**src/rtl/dw_mailbox_responder_if.sv**
```systemverilog
// ============================================================================
// Module      : dw_mailbox_responder_if
// Description : Data-bus and TX/RX stream signal bundle for the mailbox.
// Revision    : 1.0 - initial release
// ============================================================================
`default_nettype none

interface dw_mailbox_responder_if;
  logic        iReadEnable;
  logic        iWriteEnable;
  logic [3:0]  iByteEnable;
  logic [31:0] iAddress;
  logic [31:0] iWriteData;
  logic [31:0] oReadData;
  logic        oHit;
  logic        oTxValid;
  logic [31:0] oTxData;
  logic        iTxReady;
  logic        iRxValid;
  logic [31:0] iRxData;
  logic        oRxReady;
  logic        oIrq;

  modport slave (
    input  iReadEnable, iWriteEnable, iByteEnable, iAddress, iWriteData,
    output oReadData, oHit,
    output oTxValid, oTxData, input iTxReady,
    input  iRxValid, iRxData, output oRxReady,
    output oIrq
  );

  modport master (
    output iReadEnable, iWriteEnable, iByteEnable, iAddress, iWriteData,
    input  oReadData, oHit,
    input  oTxValid, oTxData, output iTxReady,
    output iRxValid, iRxData, input oRxReady,
    input  oIrq
  );
endinterface

`default_nettype wire

```
**src/rtl/dw_mailbox_responder.sv**
```systemverilog
// ============================================================================
// Module      : dw_mailbox_responder
// Description : CPU data-bus mailbox with TX/RX FIFOs and valid/ready streams.
// Revision    : 1.0 - initial release
// ============================================================================
`default_nettype none

module dw_mailbox_responder #(
  parameter logic [31:0] BASE_ADDR = 32'hFF20_0000,
  parameter int          DEPTH     = 8,
  parameter int          AW        = $clog2(DEPTH)
) (
  input  logic                  iCLK,
  input  logic                  iRST,
  dw_mailbox_responder_if.slave bus
);

  localparam logic [AW:0]   CNT_FULL = DEPTH[AW:0];
  localparam logic [AW:0]   CNT_ONE  = (AW+1)'(1);
  localparam logic [AW:0]   CNT_ZERO = '0;
  localparam logic [AW-1:0] PTR_ONE  = AW'(1);
  localparam logic [1:0]    REG_TXDATA = 2'd0;
  localparam logic [1:0]    REG_RXDATA = 2'd1;
  localparam logic [1:0]    REG_STATUS = 2'd2;
  localparam logic [1:0]    REG_CTRL   = 2'd3;

  logic [31:0]   tx_mem_q [DEPTH];
  logic [31:0]   rx_mem_q [DEPTH];
  logic [AW-1:0] tx_wr_ptr_q, tx_wr_ptr_d, tx_rd_ptr_q, tx_rd_ptr_d;
  logic [AW-1:0] rx_wr_ptr_q, rx_wr_ptr_d, rx_rd_ptr_q, rx_rd_ptr_d;
  logic [AW:0]   tx_count_q, tx_count_d, rx_count_q, rx_count_d;
  logic          tx_ovf_q, tx_ovf_d, rx_unf_q, rx_unf_d;
  logic          irq_en_q, irq_en_d;

  logic        w_hit;
  logic [1:0]  w_sel;
  logic        w_tx_wr, w_rx_rd, w_ctrl_wr;
  logic        w_clr_tx, w_clr_rx, w_clr_flags;
  logic        w_tx_nonempty, w_rx_nonempty;
  logic        w_pop_tx, w_push_tx, w_push_rx, w_pop_rx;
  logic        w_tx_mem_we, w_rx_mem_we;
  logic [31:0] w_tx_word, w_status, w_rdata;
  logic        w_unused_addr;

  assign w_hit = (bus.iAddress[31:4] == BASE_ADDR[31:4]);
  assign w_sel = bus.iAddress[3:2];
  assign w_unused_addr = ^bus.iAddress[1:0];

  assign w_tx_wr     = bus.iWriteEnable & w_hit & (w_sel == REG_TXDATA);
  assign w_rx_rd     = bus.iReadEnable  & w_hit & (w_sel == REG_RXDATA);
  assign w_ctrl_wr   = bus.iWriteEnable & w_hit & (w_sel == REG_CTRL) & bus.iByteEnable[0];
  assign w_clr_tx    = w_ctrl_wr & bus.iWriteData[0];
  assign w_clr_rx    = w_ctrl_wr & bus.iWriteData[1];
  assign w_clr_flags = w_ctrl_wr & bus.iWriteData[2];

  assign w_tx_nonempty = (tx_count_q != CNT_ZERO);
  assign w_rx_nonempty = (rx_count_q != CNT_ZERO);

  // A full TX FIFO still takes a push when the head leaves in the same cycle.
  assign w_pop_tx  = w_tx_nonempty & bus.iTxReady;
  assign w_push_tx = w_tx_wr & ((tx_count_q != CNT_FULL) | w_pop_tx);
  assign w_push_rx = bus.iRxValid & bus.oRxReady;
  assign w_pop_rx  = w_rx_rd & w_rx_nonempty;

  assign w_tx_mem_we = w_push_tx & ~w_clr_tx;
  assign w_rx_mem_we = w_push_rx & ~w_clr_rx;

  assign w_tx_word = bus.iWriteData & {{8{bus.iByteEnable[3]}}, {8{bus.iByteEnable[2]}},
                                       {8{bus.iByteEnable[1]}}, {8{bus.iByteEnable[0]}}};

  always_comb begin
    tx_wr_ptr_d = tx_wr_ptr_q;
    tx_rd_ptr_d = tx_rd_ptr_q;
    tx_count_d  = tx_count_q;
    if (w_clr_tx) begin
      tx_wr_ptr_d = '0;
      tx_rd_ptr_d = '0;
      tx_count_d  = '0;
    end else begin
      if (w_push_tx) tx_wr_ptr_d = tx_wr_ptr_q + PTR_ONE;
      if (w_pop_tx)  tx_rd_ptr_d = tx_rd_ptr_q + PTR_ONE;
      if (w_push_tx && !w_pop_tx)      tx_count_d = tx_count_q + CNT_ONE;
      else if (!w_push_tx && w_pop_tx) tx_count_d = tx_count_q - CNT_ONE;
    end
  end

  always_comb begin
    rx_wr_ptr_d = rx_wr_ptr_q;
    rx_rd_ptr_d = rx_rd_ptr_q;
    rx_count_d  = rx_count_q;
    if (w_clr_rx) begin
      rx_wr_ptr_d = '0;
      rx_rd_ptr_d = '0;
      rx_count_d  = '0;
    end else begin
      if (w_push_rx) rx_wr_ptr_d = rx_wr_ptr_q + PTR_ONE;
      if (w_pop_rx)  rx_rd_ptr_d = rx_rd_ptr_q + PTR_ONE;
      if (w_push_rx && !w_pop_rx)      rx_count_d = rx_count_q + CNT_ONE;
      else if (!w_push_rx && w_pop_rx) rx_count_d = rx_count_q - CNT_ONE;
    end
  end

  // Sticky flags: a new error in the clearing cycle keeps the flag set.
  always_comb begin
    tx_ovf_d = (tx_ovf_q & ~w_clr_flags) | (w_tx_wr & ~w_push_tx);
    rx_unf_d = (rx_unf_q & ~w_clr_flags) | (w_rx_rd & ~w_rx_nonempty);
    irq_en_d = w_ctrl_wr ? bus.iWriteData[3] : irq_en_q;
  end

  always_ff @(posedge iCLK or negedge iRST) begin
    if (!iRST) begin
      tx_wr_ptr_q <= '0;
      tx_rd_ptr_q <= '0;
      tx_count_q  <= '0;
      rx_wr_ptr_q <= '0;
      rx_rd_ptr_q <= '0;
      rx_count_q  <= '0;
      tx_ovf_q    <= 1'b0;
      rx_unf_q    <= 1'b0;
      irq_en_q    <= 1'b0;
    end else begin
      tx_wr_ptr_q <= tx_wr_ptr_d;
      tx_rd_ptr_q <= tx_rd_ptr_d;
      tx_count_q  <= tx_count_d;
      rx_wr_ptr_q <= rx_wr_ptr_d;
      rx_rd_ptr_q <= rx_rd_ptr_d;
      rx_count_q  <= rx_count_d;
      tx_ovf_q    <= tx_ovf_d;
      rx_unf_q    <= rx_unf_d;
      irq_en_q    <= irq_en_d;
    end
  end

  always_ff @(posedge iCLK) begin
    if (w_tx_mem_we) tx_mem_q[tx_wr_ptr_q] <= w_tx_word;
    if (w_rx_mem_we) rx_mem_q[rx_wr_ptr_q] <= bus.iRxData;
  end

  assign w_status = {11'b0, irq_en_q, rx_unf_q, tx_ovf_q, ~w_rx_nonempty,
                     (tx_count_q == CNT_FULL), 8'(rx_count_q), 8'(tx_count_q)};

  always_comb begin
    w_rdata = '0;
    if (w_hit) begin
      case (w_sel)
        REG_RXDATA: w_rdata = w_rx_nonempty ? rx_mem_q[rx_rd_ptr_q] : 32'h0;
        REG_STATUS: w_rdata = w_status;
        REG_CTRL:   w_rdata = {31'b0, irq_en_q};
        default:    w_rdata = '0;
      endcase
    end
  end

  assign bus.oReadData = w_rdata;
  assign bus.oHit      = w_hit;
  assign bus.oTxValid  = w_tx_nonempty;
  assign bus.oTxData   = w_tx_nonempty ? tx_mem_q[tx_rd_ptr_q] : 32'h0;
  assign bus.oRxReady  = (rx_count_q != CNT_FULL);
  assign bus.oIrq      = irq_en_q & w_rx_nonempty;

endmodule

`default_nettype wire

```
**src/flat_wrapper.sv**
```systemverilog
// flat-port wrapper written by rule: the top's interface ports become plain ports
module dw_mailbox_responder_flat 
#(
  parameter logic [31:0] BASE_ADDR = 32'hFF20_0000,
  parameter int          DEPTH     = 8,
  parameter int          AW        = $clog2(DEPTH)
)
  (iCLK, iRST, bus_iReadEnable, bus_iWriteEnable, bus_iByteEnable, bus_iAddress, bus_iWriteData, bus_oReadData, bus_oHit, bus_oTxValid, bus_oTxData, bus_iTxReady, bus_iRxValid, bus_iRxData, bus_oRxReady, bus_oIrq);
  dw_mailbox_responder_if bus_i ();
  input  logic iCLK;
  input  logic iRST;
  input wire logic [$bits(bus_i.iReadEnable)-1:0] bus_iReadEnable;
  input wire logic [$bits(bus_i.iWriteEnable)-1:0] bus_iWriteEnable;
  input wire logic [$bits(bus_i.iByteEnable)-1:0] bus_iByteEnable;
  input wire logic [$bits(bus_i.iAddress)-1:0] bus_iAddress;
  input wire logic [$bits(bus_i.iWriteData)-1:0] bus_iWriteData;
  output wire logic [$bits(bus_i.oReadData)-1:0] bus_oReadData;
  output wire logic [$bits(bus_i.oHit)-1:0] bus_oHit;
  output wire logic [$bits(bus_i.oTxValid)-1:0] bus_oTxValid;
  output wire logic [$bits(bus_i.oTxData)-1:0] bus_oTxData;
  input wire logic [$bits(bus_i.iTxReady)-1:0] bus_iTxReady;
  input wire logic [$bits(bus_i.iRxValid)-1:0] bus_iRxValid;
  input wire logic [$bits(bus_i.iRxData)-1:0] bus_iRxData;
  output wire logic [$bits(bus_i.oRxReady)-1:0] bus_oRxReady;
  output wire logic [$bits(bus_i.oIrq)-1:0] bus_oIrq;
  assign bus_i.iReadEnable = bus_iReadEnable;
  assign bus_i.iWriteEnable = bus_iWriteEnable;
  assign bus_i.iByteEnable = bus_iByteEnable;
  assign bus_i.iAddress = bus_iAddress;
  assign bus_i.iWriteData = bus_iWriteData;
  assign bus_oReadData = bus_i.oReadData;
  assign bus_oHit = bus_i.oHit;
  assign bus_oTxValid = bus_i.oTxValid;
  assign bus_oTxData = bus_i.oTxData;
  assign bus_i.iTxReady = bus_iTxReady;
  assign bus_i.iRxValid = bus_iRxValid;
  assign bus_i.iRxData = bus_iRxData;
  assign bus_oRxReady = bus_i.oRxReady;
  assign bus_oIrq = bus_i.oIrq;
  dw_mailbox_responder #(.BASE_ADDR(BASE_ADDR), .DEPTH(DEPTH), .AW(AW)) u_core (.iCLK(iCLK), .iRST(iRST), .bus(bus_i));
endmodule
```
**config.mk**
```make
export PLATFORM = sky130hd
export DESIGN_NAME = dw_mailbox_responder_flat
export DESIGN_NICKNAME = d
export VERILOG_FILES = /design/src/rtl/dw_mailbox_responder_if.sv /design/src/rtl/dw_mailbox_responder.sv /design/src/flat_wrapper.sv
export SDC_FILE = /design/constraint.sdc
export NUM_CORES = 1
export LEC_CHECK = 0
export CORE_AREA = 2 2 267 243
export CTS_CLUSTER_SIZE = 30
export DETAILED_ROUTE_END_ITERATION = 16
export DIE_AREA = 0 0 269 245
export PLACE_DENSITY_LB_ADDON = 0.12
export REMOVE_ABC_BUFFERS = 1
export SLEW_MARGIN = 20
export SYNTH_ARGS = -nofsm -noshare
export SYNTH_HDL_FRONTEND = slang
export SYNTH_SLANG_ARGS = --single-unit
```
**constraint.sdc**
```tcl
create_clock -name iCLK -period 13.2 [get_ports iCLK]
set_clock_uncertainty 0.15 [all_clocks]
set_input_delay 3.96 -clock iCLK [delete_from_list [all_inputs] [get_ports iCLK]]
set_output_delay 3.96 -clock iCLK [all_outputs]
set_load 0.05 [all_outputs]
```
==> results by group, run 1 <==
Critical path
  – Reg-to-reg endpoint: u_core.tx_count_q[3]
  – Worst reg2reg path startpoint: u_core.tx_count_q[1]
  – Worst r2r path cells: 13
  – Worst Setup Start Kind: input port
  – Largest fanout on the critical path: 19
  – Crit path capture type: primary output
  – Worst Path Arrival: 7050 ps
  – Reg2reg setup slack: about 9600 ps
  – Critical path required time: 9090 ps
  – CP Class: in2out

Clock network
  – Hold buffers post-CTS: 0
  – Num Clock Sinks: roughly 540
  – CTS tree: yes
  – Number of CTS-inserted buffers: 56
  – # Post-CTS Setup Buffers: 0
  – Root buffer cell: clkbuf_16
  – Htree depth: 2
  – Reg clk slew, reported paths: approximately 60 ps
  – PostCTS Resize Cnt: 0
  – Longest Clk Path Bufs: 3
  – Worst skew pair latency: approximately 610 ps

Finish
  – Final Net Count: roughly 1400
  – Multi-input logic area: 5166 sq um
  – Synthesis-to-finish area growth: 21.40%
  – Ant diodes: 0
  – Register area: between 15000 and 20000 sq um
  – Commonest non-fill, non-tap cell in the layout: edfxtp_1
  – Layout cells sized above 1: 0.2134
  – Commonest cells after routing, fill and taps aside: edfxtp_1, clkdlybuf4s50_1, mux4_2
  – Filler cells: between 5000 and 6000
  – Non-Filler Instances: ~2100

Routing
  – Routed Antenna Nets: 0
  – Remaining DRCs: 0
  – Routed len/inst: 22.12 um
  – Final wirelength: 47200 um
  – Iter 0 DRT Violations: 538
  – Vias per cell: 4.800
  – Via count: between 10000 and 15000
  – 1st-pass router iterations: 5

Worst hold path
  – Hold Path Class: reg2reg
  – Hold path start: u_core.rx_unf_q
  – Worst Hold End: u_core.rx_unf_q
  – Hold Path Cell Cnt: 1

GRT
  – Antenna violations before repair: 5
  – Met3 Use GR: 0.02789
  – First-pass GRT wire length: 69860 um
  – Pin count of the biggest net entering global routing: 67
  – GR Util met2: 0.2452
  – Met1 usage: 0.1908
  – Vias in the first global route: approximately 11000
  – Grt total ovfl: 0
  – GRT Total Usage: 0.1451
  – GRT busiest layer: met2

Synthesis
  – Sequential element share of the synthesized area: 0.7490
  – Avg Cell Area, Syn: between 20 and 25 sq um
  – Mapped Cells: between 1000 and 1500
  – Primary FF master, synth: edfxtp_1
  – FF+latch count, synth: 535
  – Synth Area in Compound Gates: 0.01116
  – Multiplexer area fraction after synthesis: 0.1684
  – Adder-Cell Fraction of Synth Area: 0.007756
  – Simple-gate portion of the synthesized area: 0.04530
  – Xor/xnor share of the synthesized area: 0.004936
  – EDFF count, synth: 512
  – Mapped Area: approximately 21000 sq um
  – Largest family of logic cells by synthesized area: multiplexers
  – Synth warnings: 0
  – Synth unique cells: 53
  – Asr flop ratio synth: 0.04299

Floorplan
  – Core Rows: 88
  – Core ar.: roughly 63000 sq um
  – DIE HEIGHT: between 200 and 250 um
  – Starting Density: 0.3363
  – Die area: roughly 66000 sq um
  – I/O pin cnt: about 170
  – Width of the die: ~270 um

STA
  – Finish-stage setup viols: 0
  – Fmax: 89.61 MHz
  – Min Tclk post-route: 11160 ps
  – Fin Hold WS: between 300 and 400 ps
  – Final period util: 0.8454
  – Final Max Slew Viols: 0
  – RSZ-0062 raised after global routing: false
  – Worst Max-Slew Pin Slew: just over 1000 ps
  – Max transition margin: 0.3274
  – Final hold vios: 0
  – Fin worst setup slack: slightly above 2000 ps
  – Setup TNS: 0 ps

Flow run
  – Maxcap violations: 0

Power and ir drop
  – Total power: 3.799 mW
  – Peak VDD IR: between 100 and 150 uV
  – Int Pwr: just under 3 mW
  – Power share of the clock group: 0.392
  – Net switching power: 0.8483 mW
  – Seq pwr share: 0.535
  – Pleak: roughly 7.7 nW
  – Logic pwr share: 0.073
  – PD cells: 147.0 nW/um^2
  – Net Sw Frac: 0.2233

Placement
  – Inst Count DP: between 2000 and 2500
  – DP HPWL: 25130 um
  – PortBufs: around 170
  – Pre-CTS setup slack: around 2000 ps
  – Placer Congestion: between 0.6 and 0.7

Status
  – Outcome: complete, no violations
[stage by stage]
step,utilization,area (sq um)
global route,0.4083,25850
floorplan,-,21050
CTS,0.4082,25840
detailed placement,0.3810,24120
global placement,0.3810,24120
finish,0.4083,25850
[state kept, by name, summed over array words and instances (netlist names)]
register / count
u_core.tx_count_q: 4
u_core.rx_unf_q: 1
u_core.tx_ovf_q: 1
u_core.rx_mem_q: 256
u_core.tx_mem_q: 256
u_core.rx_wr_ptr_q: 3
u_core.tx_rd_ptr_q: 3
u_core.tx_wr_ptr_q: 3
u_core.rx_rd_ptr_q: 3
u_core.rx_count_q: 4
u_core.irq_en_q: 1
[worst max-delay path, cell delays in order]
cell,delay (ps)
clkdlybuf4s50_1,400
or4_4,570
nor3_4,350
and2_1,410
nand2_4,270
nor2_1,230
clkdlybuf4s50_1,830
[layer usage]
metal,wire length [um],share of wire
met4,887,0.019
met3,2035,0.043
met1,20350,0.43
met5,59,0.0012
met2,23870,0.51
[layout make-up]
cell class	count	area share
multi-input cells	436	0.1998
inverters	10	0.001452
flip-flops and latches	535	0.6175
repair buffers	195	0.07318
clock buffers	67	0.05581
clock inverters	36	0.01084
well taps	855	0.04138
[synthesized netlist by cell type (all sizes together), types with 3 or more instances]
library cell,number,area share
a21oi,10,0.0024
a22oi,12,0.0042
and2,34,0.010
and3,3,0.00094
buf,28,0.0078
clkbuf,22,0.0039
dfrtp,23,0.027
edfxtp,512,0.72
ha,10,0.0059
inv,10,0.0018
mux2,15,0.0081
mux2i,53,0.025
mux4,128,0.14
nand2,11,0.0023
nand3,6,0.0016
nand4,3,0.00088
nor2,87,0.015
nor3,8,0.0024
nor3b,8,0.0035
nor4,5,0.0015
nor4b,3,0.0019
o21ai,5,0.0014
or3,4,0.0012
xnor2,3,0.0012
xor2,9,0.0037
[power by group through the flow]
stage	clock, mW	combinational [mW]	sequential, mW
final	1.49	0.276	2.03
after global routing	1.60	0.305	2.04
after floorplan	0	0.148	2.06
after detailed placement	0	0.286	2.07
after global placement	0	0.282	2.07
after CTS	1.53	0.286	2.04
[how the worst max path moves through the flow]
stage                          from           endpoint
floorplan           bus_iAddress[7]   bus_oReadData[0]
global placement    bus_iAddress[7]  bus_oReadData[31]
detailed placement  bus_iAddress[2]  bus_oReadData[30]
CTS                 bus_iAddress[7]  bus_oReadData[30]
global route        bus_iAddress[7]  bus_oReadData[30]
finish              bus_iAddress[7]  bus_oReadData[30]
[kinds of logic (layout without fill, tap and decap cells)]
family	after synthesis	in the layout
AO/OA/AOI/OAI	35	35
XOR/XNOR	12	12
adder cells (fa/ha/maj)	12	12
buffers and inverters	60	308
flip-flops	535	535
multiplexers	196	196
AND/OR/NAND/NOR	181	181
(Power assumes the default switching activity.)
==> inputs of run 2 (changes only) <==
==> constraint.sdc (replaced) <==
create_clock -name iCLK -period 10.57 [get_ports iCLK]
set_clock_uncertainty 0.15 [all_clocks]
set_input_delay 3.171 -clock iCLK [delete_from_list [all_inputs] [get_ports iCLK]]
set_output_delay 3.171 -clock iCLK [all_outputs]
set_load 0.05 [all_outputs]
==> run 2 against run 1 <==
  * Wire length is 0.15% lower
  * Flip-flop and latch count stayed put
  * Non-clock buffer count is 1 higher
  * Critical path depth stayed put
  * First-iteration DRC count is 15% higher
  * Clock power is 23% higher
  * Power is 24% higher
  * Final cell count hardly changed
  * Hold slack worse by 1.1 ps
  * Critical endpoint is now bus_oReadData[5]
  * Largest power group unchanged
==> results by group, run 2 (synthesis gave the netlist of run 1 again) <==
Finish
  – Largest regs: u_core.rx_mem_q x256, u_core.tx_mem_q x256
  – Non-Filler Instances: around 2100
  – Final Net Count: ~1400
  – Commonest cells after routing, fill and taps aside: edfxtp_1, clkdlybuf4s50_1, mux4_2
  – Synthesis-to-finish area growth: 21.28%
  – Commonest non-fill, non-tap cell in the layout: edfxtp_1
  – Layout cells sized above 1: 0.2194
  – Fin util: 0.4079

Clock network
  – Number of CTS-inserted buffers: 56
  – Root buffer cell: clkbuf_16
  – Htree depth: 2
  – Hold buffers post-CTS: 0
  – # Post-CTS Setup Buffers: 0
  – Num Clock Sinks: 535
  – CTS tree: yes
  – PostCTS Resize Cnt: 0
  – Longest Clk Path Bufs: 3
  – Worst skew pair latency: 610 ps
  – Reg clk slew, reported paths: approximately 60 ps

Routing
  – Routed Antenna Nets: 0
  – Remaining DRCs: 0
  – Vias per cell: around 4.8
  – 1st-pass router iterations: 4
  – Routed len/inst: roughly 22 um
  – Via count: approximately 10000
  – Iter 0 DRT Violations: slightly above 600
  – Final wirelength: 47140 um

Floorplan
  – Starting Density: 0.3363
  – Core Rows: 88
  – Die area: roughly 66000 sq um
  – I/O pin cnt: between 150 and 200
  – Core ar.: approximately 63000 sq um
  – DIE HEIGHT: ~250 um
  – Width of the die: between 200 and 300 um

GRT
  – First-pass GRT wire length: around 70000 um
  – Grt total ovfl: 0
  – Antenna violations before repair: 4
  – Vias in the first global route: 10750
  – GRT Total Usage: 0.1441
  – Pin count of the biggest net entering global routing: 67

Placement
  – Placer Congestion: roughly 0.70
  – PortBufs: between 150 and 200
  – Pre-CTS setup slack: between 900 and 1000 ps
  – DP HPWL: about 25000 um
  – Inst Count DP: roughly 2000

Critical path
  – Reg-to-reg endpoint: u_core.tx_count_q[3]
  – Crit path capture type: primary output
  – Worst r2r path cells: 13
  – Critical path required time: around 7300 ps
  – Reg2reg setup slack: 6890 ps
  – Worst Setup Start Kind: input port
  – CP Class: in2out
  – Worst reg2reg path startpoint: u_core.tx_count_q[1]
  – Worst Path Arrival: 6210 ps
  – Crit path launch: bus_iAddress[7]
  – Largest fanout on the critical path: 19

STA
  – Final hold vios: 0
  – Max transition margin: 0.3054
  – Fmax: ~100 MHz
  – Worst Max-Slew Pin Slew: ~1000 ps
  – Min Tclk post-route: between 9000 and 10000 ps
  – Fin worst setup slack: 1039 ps
  – Final Max Slew Viols: 0
  – Final period util: 0.9017
  – Finish-stage setup viols: 0
  – RSZ-0062 raised after global routing: false
  – Setup TNS: 0 ps

Worst hold path
  – Worst Hold End: u_core.rx_unf_q
  – Hold Path Class: reg2reg
  – Hold Path Cell Cnt: 1
  – Hold path start: u_core.rx_unf_q

Flow run
  – Maxcap violations: 0

Power and ir drop
  – Total power: 4.709 mW
  – Peak VDD IR: approximately 130 uV
  – PD cells: approximately 180 nW/um^2
  – Pleak: approximately 7.7 nW

Status
  – Outcome: complete, no violations
-- run 2: worst max-delay path, stage by stage --
cell             delay (ps)
clkdlybuf4s50_1         400
or4_4                   570
nor3_4                  350
and2_1                  420
nand2_4                 260
nor2_1                  200
clkdlybuf4s50_1         820
-- run 2: metal layers --
metal | global-route usage | vias to the layer above | wire length, um
li1 | - | 4624 | -
met1 | 0.1930 | 5326 | 20980
met2 | 0.2412 | 173 | 23200
met3 | 0.02749 | 82 | 1934
met4 | 0.03775 | 8 | 963
met5 | 0 | - | 55
-- run 2: per-stage QoR --
stage,instance area [sq um],hold WS [ps]
final,25830,348.9
after global routing,25820,357.0
after CTS,25820,346.1
after detailed placement,24130,328.9
after global placement,24130,322.8
after floorplan,21050,306.5
-- run 2: worst max path at each step --
stage,end,slack (ps),cells after the start
3_3_place_gp,bus_oReadData[31],1070,7
2_1_floorplan,bus_oReadData[0],1670,5
4_1_cts,bus_oReadData[22],970,7
3_5_place_dp,bus_oReadData[22],1000,7
5_1_grt,bus_oReadData[21],890,7
6_report,bus_oReadData[5],1040,7
-- run 2: where the power goes --
part	internal, mW	switching, mW
clock network	1.03	0.795
registers	2.49	0.0505
logic	0.129	0.213
total	3.65	1.06
-- run 2: area by class of cell --
cell class | count | area (sq um)
clock inverter | 35 | 239.0
clock buffer | 64 | 1453
sequential | 535 | 15960
multi-input combinational | 436 | 5160
fill | 5713 | 37480
tap | 855 | 1070
timing repair buffer | 196 | 1899
antenna | 2 | 5.005
inverter | 10 | 37.54
